===== src/rtl/fir_out_pkg.sv =====
// fir_out_pkg: default widths, buffer depth and output saturation limits for fir_out_axis.
package fir_out_pkg;
  localparam int IN_W_DEF = 32;
  localparam int OUT_W_DEF = 16;
  localparam int FIFO_DEPTH_DEF = 16;
  function automatic longint sat_max(input int w);
    return (longint'(1) <<< (w - 1)) - 1;
  endfunction
  function automatic longint sat_min(input int w);
    return -(longint'(1) <<< (w - 1));
  endfunction
  localparam longint OUT_MAX = sat_max(OUT_W_DEF);
  localparam longint OUT_MIN = sat_min(OUT_W_DEF);
endpackage


===== src/rtl/fir_out_fifo.sv =====
// fir_out_fifo: synchronous first-word-fall-through buffer with count-based full/empty.
module fir_out_fifo #(
  parameter int W = 16,
  parameter int DEPTH = 16
) (
  input  logic         clk,
  input  logic         resetn,
  input  logic         wr_en_i,
  input  logic [W-1:0] wr_data_i,
  input  logic         rd_en_i,
  output logic [W-1:0] rd_data_o,
  output logic         full_o,
  output logic         empty_o
);
  localparam int AW = $clog2(DEPTH);
  logic [W-1:0] mem_q [DEPTH];
  logic [AW-1:0] wr_ptr_q, rd_ptr_q;
  logic [AW:0] cnt_q;
  logic push, pop;
  assign empty_o = cnt_q == '0;
  assign full_o = cnt_q == (AW+1)'(DEPTH);
  assign pop = rd_en_i && !empty_o;
  // a pop frees the slot this same cycle, so a full buffer still accepts
  assign push = wr_en_i && (!full_o || pop);
  assign rd_data_o = empty_o ? '0 : mem_q[rd_ptr_q];
  always_ff @(posedge clk)
    if (push) mem_q[wr_ptr_q] <= wr_data_i;
  always_ff @(posedge clk or negedge resetn)
    if (!resetn) begin
      wr_ptr_q <= '0;
      rd_ptr_q <= '0;
      cnt_q <= '0;
    end else begin
      if (push) wr_ptr_q <= wr_ptr_q + 1'b1;
      if (pop) rd_ptr_q <= rd_ptr_q + 1'b1;
      cnt_q <= cnt_q + (AW+1)'(push) - (AW+1)'(pop);
    end
endmodule


===== src/rtl/fir_out_axis.sv =====
// fir_out_axis: decimates, requantizes and saturates FIR output samples, then
// buffers them onto an AXI4-Stream master with sticky saturation/overflow flags.
module fir_out_axis
  import fir_out_pkg::*;
#(
  parameter int IN_W = IN_W_DEF,
  parameter int OUT_W = OUT_W_DEF,
  parameter int FIFO_DEPTH = FIFO_DEPTH_DEF
) (
  input  logic             clk,
  input  logic             resetn,
  input  logic [IN_W-1:0]  in_data,
  input  logic             in_valid,
  input  logic             en,
  input  logic [4:0]       shift,
  input  logic [7:0]       decim,
  input  logic             clr_flags,
  output logic [OUT_W-1:0] m_axis_tdata,
  output logic             m_axis_tvalid,
  input  logic             m_axis_tready,
  output logic             sat_flag,
  output logic             ovf_flag
);
  localparam logic signed [IN_W:0] Y_MAX = (IN_W+1)'(sat_max(OUT_W));
  localparam logic signed [IN_W:0] Y_MIN = (IN_W+1)'(sat_min(OUT_W));
  logic [4:0] shift_q, s1_shift_q;
  logic [7:0] decim_q, cnt_q, cnt_d, d_eff;
  logic keep, s1_vld_q, s2_vld_q;
  logic signed [IN_W-1:0] s1_data_q;
  logic [OUT_W-1:0] s2_data_q, q;
  logic signed [IN_W:0] rnd, y;
  logic clamp_hi, clamp_lo, sat_q, sat_d, ovf_q, ovf_d;
  logic full, empty, pop, sat_set, ovf_set;
  assign d_eff = decim_q == 8'd0 ? 8'd1 : decim_q;
  assign keep = en && in_valid && cnt_q == 8'd0;
  assign cnt_d = !en ? '0 : !in_valid ? cnt_q : (cnt_q == d_eff - 8'd1) ? '0 : cnt_q + 8'd1;
  // round half toward +inf, computed one bit wider so the rounding add cannot wrap
  always_comb begin
    rnd = s1_shift_q == 5'd0 ? '0 : (IN_W+1)'(1) << (s1_shift_q - 5'd1);
    y = ($signed({s1_data_q[IN_W-1], s1_data_q}) + rnd) >>> s1_shift_q;
    clamp_hi = y > Y_MAX;
    clamp_lo = y < Y_MIN;
    q = clamp_hi ? Y_MAX[OUT_W-1:0] : clamp_lo ? Y_MIN[OUT_W-1:0] : y[OUT_W-1:0];
  end
  assign m_axis_tvalid = !empty;
  assign pop = m_axis_tvalid && m_axis_tready;
  assign sat_set = s1_vld_q && (clamp_hi || clamp_lo);
  assign ovf_set = s2_vld_q && full && !pop;
  assign sat_d = sat_set || (sat_q && !clr_flags);
  assign ovf_d = ovf_set || (ovf_q && !clr_flags);
  assign sat_flag = sat_q;
  assign ovf_flag = ovf_q;
  always_ff @(posedge clk or negedge resetn)
    if (!resetn) begin
      shift_q <= '0;
      decim_q <= 8'd1;
      cnt_q <= '0;
      s1_vld_q <= 1'b0;
      s1_data_q <= '0;
      s1_shift_q <= '0;
      s2_vld_q <= 1'b0;
      s2_data_q <= '0;
      sat_q <= 1'b0;
      ovf_q <= 1'b0;
    end else begin
      if (!en) begin
        shift_q <= shift;
        decim_q <= decim;
      end
      cnt_q <= cnt_d;
      s1_vld_q <= keep;
      // the shift travels with the sample so in-flight data drains unaffected by reconfiguration
      if (keep) begin
        s1_data_q <= in_data;
        s1_shift_q <= shift_q;
      end
      s2_vld_q <= s1_vld_q;
      s2_data_q <= q;
      sat_q <= sat_d;
      ovf_q <= ovf_d;
    end
  fir_out_fifo #(.W(OUT_W), .DEPTH(FIFO_DEPTH)) u_fifo (
    .clk(clk),
    .resetn(resetn),
    .wr_en_i(s2_vld_q),
    .wr_data_i(s2_data_q),
    .rd_en_i(m_axis_tready),
    .rd_data_o(m_axis_tdata),
    .full_o(full),
    .empty_o(empty)
  );
endmodule


===== config.mk =====
export PLATFORM = sky130hd
export DESIGN_NAME = fir_out_axis
export DESIGN_NICKNAME = d
export VERILOG_FILES = /design/src/rtl/fir_out_pkg.sv /design/src/rtl/fir_out_fifo.sv /design/src/rtl/fir_out_axis.sv
export SDC_FILE = /design/constraint.sdc
export NUM_CORES = 1
export LEC_CHECK = 0
export ABC_AREA = 1
export CAP_MARGIN = 20
export CORE_ASPECT_RATIO = 1.25
export CORE_MARGIN = 3
export CORE_UTILIZATION = 56
export CTS_CLUSTER_SIZE = 14
export DETAILED_ROUTE_END_ITERATION = 7
export GPL_ROUTABILITY_DRIVEN = 0
export PLACE_DENSITY_LB_ADDON = 0.3
export SKIP_CTS_REPAIR_TIMING = 1
export SYNTH_ARGS = -nofsm -noshare
export SYNTH_HDL_FRONTEND = slang
export SYNTH_HIERARCHICAL = 1
export SYNTH_SLANG_ARGS = --single-unit

===== constraint.sdc =====
create_clock -name clk -period 3.8 [get_ports clk]
set_clock_uncertainty 0.1 [all_clocks]
set_input_delay 0.76 -clock clk [delete_from_list [all_inputs] [get_ports clk]]
set_output_delay 0.76 -clock clk [all_outputs]
set_load 0.02 [all_outputs]

==> results summary <==
The run finished, with violations left. The final reports fail on setup timing. The violation count after the first detailed-route iteration is 2004. The area of the core region came out at 34600 µm².

The number of max-slew violations in the final report came out at 0. The final global-route overflow total is 0. The tree is rooted in a sky130_fd_sc_hd__clkbuf_16. The net count after synthesis came out at 2587. Measured on the finished design, the core utilization comes to 70.3%.

The chip height is 216 µm. The post-synthesis cell type count came out at 51. In the routed layout, each cell is associated on average with a via count of 5.79. Headroom to the max-slew limit came out at 51.9%. The clock transition at the register clock pins on the worst setup and hold paths after CTS came out at 0.06 ns. The worst setup path is captured at a register.

The total number of vias came out at 18300. Dividing the detail-routed wire length by the instance count gives 18.5 µm. The maximum ir drop on the vdd rail came out at 505 µV.

The areal power density over the cells is 686 nW/µm². The average cell area after synthesis came out at 7.95 µm². The boundary pin count is 70.

The layout overhead on the synthesized area is 23.0%. The worst path required time came out at 4.15 ns. The total inserted antenna cells is 0. The static leakage power is 10.9 nW. The synthesized flop and latch total came out at 347. The cell area after technology mapping is 19800 µm². Counting every sink on the clock net gives 347.

The predominant post-synthesis flop cell is sky130_fd_sc_hd__edfxtp_1. The biggest area contributor in the post-synthesis netlist is sky130_fd_sc_hd__edfxtp_1. The setup slack of the most critical reg-to-reg path is -0.64 ns. The worst setup path is launched from a register. For this run, the top clock speed supported by timing is 0.225 GHz. The count of endpoints failing hold in the final timing report is 0. The total global-route track usage came out at 29.2%.

The worst path uses 117% of the clock period. Setup repair after global routing could not meet its margin everywhere. The source-to-sink clock delay at the later pin of the worst-skew pair came out at 0.53 ns. At the worst endpoint, the arrival time is 4.79 ns. Synthesis produced 2488 cells. The number of enable-type register cells in the synthesized netlist came out at 256.

The total area of multi-input combinational cells came out at 9760 µm². The number of core rows came out at 76. The count of max-cap constraint violations came out at 0. The sequential cell area fraction in the yosys report came out at 50.4%.

The first detailed-routing pass ran for 6 iterations. For the pin with the worst max-slew slack, the measured transition is 0.714 ns. The initial antenna violation count is 1. The maximum fanout along the worst path is 7.

The wire length of the first global-routing pass came out at 88.1 mm. The cell that appears most often on the critical path is sky130_fd_sc_hd__nand2_1. The cell area after placement came out at 21900 µm². The startpoint identified for the worst register-to-register timing path is s1_shift_q[0]. By area the synthesized netlist is led by sky130_fd_sc_hd__edfxtp_1, sky130_fd_sc_hd__nand2_1, sky130_fd_sc_hd__nand3_1. In the final layout, the share of cells above drive strength 1 is 19.7%. The cell count of the worst reg-to-reg path is 34. The library cell contributing the largest single delay on the critical path is sky130_fd_sc_hd__dfrtp_1. The layout filler cell count came out at 2593. The summed area of non-filler cells in the final layout is 24300 µm². The floorplan step defined a die boundary enclosing 37600 µm².

CTS built an H-tree with a depth of 2. The final setup TNS is -9.61 ns. The final setup violation count came out at 16.

Entering global routing, the biggest net connects 67 pins. The final wirelength is 58.2 mm. The starting density of the core came out at 57.1%. The quantity of I/O buffers inserted on ports came out at 69.

TritonCTS built the clock tree. The maximum buffer depth of the clock tree is 3. The async set-reset flop share out of synthesis came out at 26.2%. The design draws 16.7 mW.

The number of buffers created by CTS is 35. On the final layout, the worst hold slack is 0.181 ns. The endpoint identified for the worst register-to-register timing path is s2_data_q[5]. For this run, the number of Yosys warnings is 6.

The shortest clock period the worst path allows after layout came out at 4.44 ns. The detailed-route DRC error count came out at 0. The worst setup path is of the reg2reg kind. The classification of the worst-slack hold path is in2async. The smallest setup slack after layout is -0.642 ns.

The number of global-route vias before repair was 17600. The count of nets left with antenna violations once routing finished came out at 0. The width of the die is 174 µm. The portion of synthesized cell area occupied by the leading cell type came out at 38.9%.

The largest single stage delay on the critical path is 0.40 ns. Detailed placement finished with a half-perimeter wire length of 39.4 mm. Registers take 9970 µm². The net total in the final layout is 2758.
-- kinds of logic after synthesis --
group,after synthesis,synth area share (%)
AND/OR/NAND/NOR,1648,35.4
flip-flops,347,50.4
buffers and inverters,320,6.76
AO/OA/AOI/OAI,82,2.32
adder cells (fa/ha/maj),48,3.11
XOR/XNOR,34,1.51
multiplexers,8,0.449
other,1,0.0190
-- power by group --
part / total [mW] / switching, mW / internal, mW
logic: 8.06 / 5.12 / 2.94
clock network: 3.21 / 1.43 / 1.78
registers: 5.42 / 0.579 / 4.84
total: 16.7 / 7.13 / 9.57
-- metal layers --
metal  share of wire [%]  track usage, %  wire length [µm]  up-vias
li1                    -               -                 -     8526
met1                  34            32.5             20100     8510
met2                  52            53.2             30100      945
met3                 7.2            3.52              4170      277
met4                 6.8            18.1              3940        2
met5               0.021               0                12        -
-- layout make-up --
type                    instances  share of cell area (%)
clock buffers                  45                    3.88
clock inverters                17                   0.499
inverters                     208                    3.29
multi-input cells            1821                    40.1
flip-flops and latches        347                    41.0
well taps                     468                    2.41
repair buffers                246                    8.83
-- worst max path at each step --
| stage | start | end | slack, ns | cells after the start |
|---|---|---|---|---|
| 2_1_floorplan | s1_shift_q[1] | s2_data_q[13] | -0.04 | 35 |
| 3_3_place_gp | s1_shift_q[1] | s2_data_q[14] | -0.33 | 29 |
| 3_5_place_dp | s1_shift_q[0] | s2_data_q[3] | -0.48 | 34 |
| 4_1_cts | s1_shift_q[1] | s2_data_q[13] | -0.51 | 32 |
| 5_1_grt | s1_shift_q[0] | s2_data_q[5] | -0.87 | 34 |
| 6_report | s1_shift_q[0] | s2_data_q[5] | -0.64 | 34 |
-- through the flow --
| stage | cells | setup WS [ns] |
|---|---|---|
| final | 3152 | -0.642 |
| after CTS | 3131 | -0.512 |
| after global routing | 3152 | -0.875 |
| after global placement | 3069 | -0.329 |
| after floorplan | 2488 | -0.0380 |
| after detailed placement | 3069 | -0.480 |
-- sequential cells by signal, indices dropped and copies added (netlist names), 4 cells and up --
register         count
cnt_q                8
decim_q              8
s1_data_q           32
s1_shift_q           5
s2_data_q           16
shift_q              5
u_fifo/cnt_q         5
u_fifo/mem_q       256
u_fifo/rd_ptr_q      4
u_fifo/wr_ptr_q      4
-- layout by cell type (no fill, tap or decap), types with 9 or more instances in the layout --
cell,n
sky130_fd_sc_hd__nand2_1,876
sky130_fd_sc_hd__buf_4,164
sky130_fd_sc_hd__a21oi_1,39
sky130_fd_sc_hd__nand4_1,13
sky130_fd_sc_hd__xor2_1,27
sky130_fd_sc_hd__clkbuf_16,35
sky130_fd_sc_hd__nor2_1,96
sky130_fd_sc_hd__nor2_4,10
sky130_fd_sc_hd__nand2_4,13
sky130_fd_sc_hd__o21ai_0,18
sky130_fd_sc_hd__ha_4,10
sky130_fd_sc_hd__inv_1,192
sky130_fd_sc_hd__clkdlybuf4s50_1,61
sky130_fd_sc_hd__nand3_2,88
sky130_fd_sc_hd__inv_2,9
sky130_fd_sc_hd__nand3_1,397
sky130_fd_sc_hd__dfrtp_1,86
sky130_fd_sc_hd__nand2_2,77
sky130_fd_sc_hd__edfxtp_1,256
sky130_fd_sc_hd__ha_1,33
sky130_fd_sc_hd__nor2_2,38
sky130_fd_sc_hd__nand3_4,19
-- worst max-delay path, delay by kind of cell (launching register included) --
| family | cells | cell delay (ns) |
|---|---|---|
| flip-flops | 1 | 0.40 |
| adder cells (fa/ha/maj) | 1 | 0.37 |
| AND/OR/NAND/NOR | 26 | 2.66 |
| AO/OA/AOI/OAI | 1 | 0.16 |
| buffers and inverters | 6 | 0.70 |
-- Yosys cell counts, types with 2 or more instances --
master                       n
sky130_fd_sc_hd__xor2_1     29
sky130_fd_sc_hd__clkinv_1    4
sky130_fd_sc_hd__nor3_1      5
sky130_fd_sc_hd__nor2_1    138
sky130_fd_sc_hd__dfrtp_1    90
sky130_fd_sc_hd__xnor2_1     5
sky130_fd_sc_hd__o21ai_0    19
sky130_fd_sc_hd__nand3_2     6
sky130_fd_sc_hd__buf_2      42
sky130_fd_sc_hd__buf_1      18
sky130_fd_sc_hd__nor2_2      5
sky130_fd_sc_hd__inv_1     199
sky130_fd_sc_hd__or2_2       2
sky130_fd_sc_hd__o211ai_1    5
sky130_fd_sc_hd__clkbuf_1   35
sky130_fd_sc_hd__buf_4      14
sky130_fd_sc_hd__nand2_1   958
sky130_fd_sc_hd__o22ai_1     5
sky130_fd_sc_hd__ha_1       46
sky130_fd_sc_hd__nand4_1    13
sky130_fd_sc_hd__buf_6       2
sky130_fd_sc_hd__nand3_1   497
sky130_fd_sc_hd__fa_1        2
sky130_fd_sc_hd__a21oi_1    43
sky130_fd_sc_hd__nor4_1      5
sky130_fd_sc_hd__inv_4       2
sky130_fd_sc_hd__mux2_2      7
sky130_fd_sc_hd__nand2_2    10
sky130_fd_sc_hd__edfxtp_1  256
sky130_fd_sc_hd__nand3b_1    3
sky130_fd_sc_hd__inv_2       3
(Power assumes the default switching activity.)
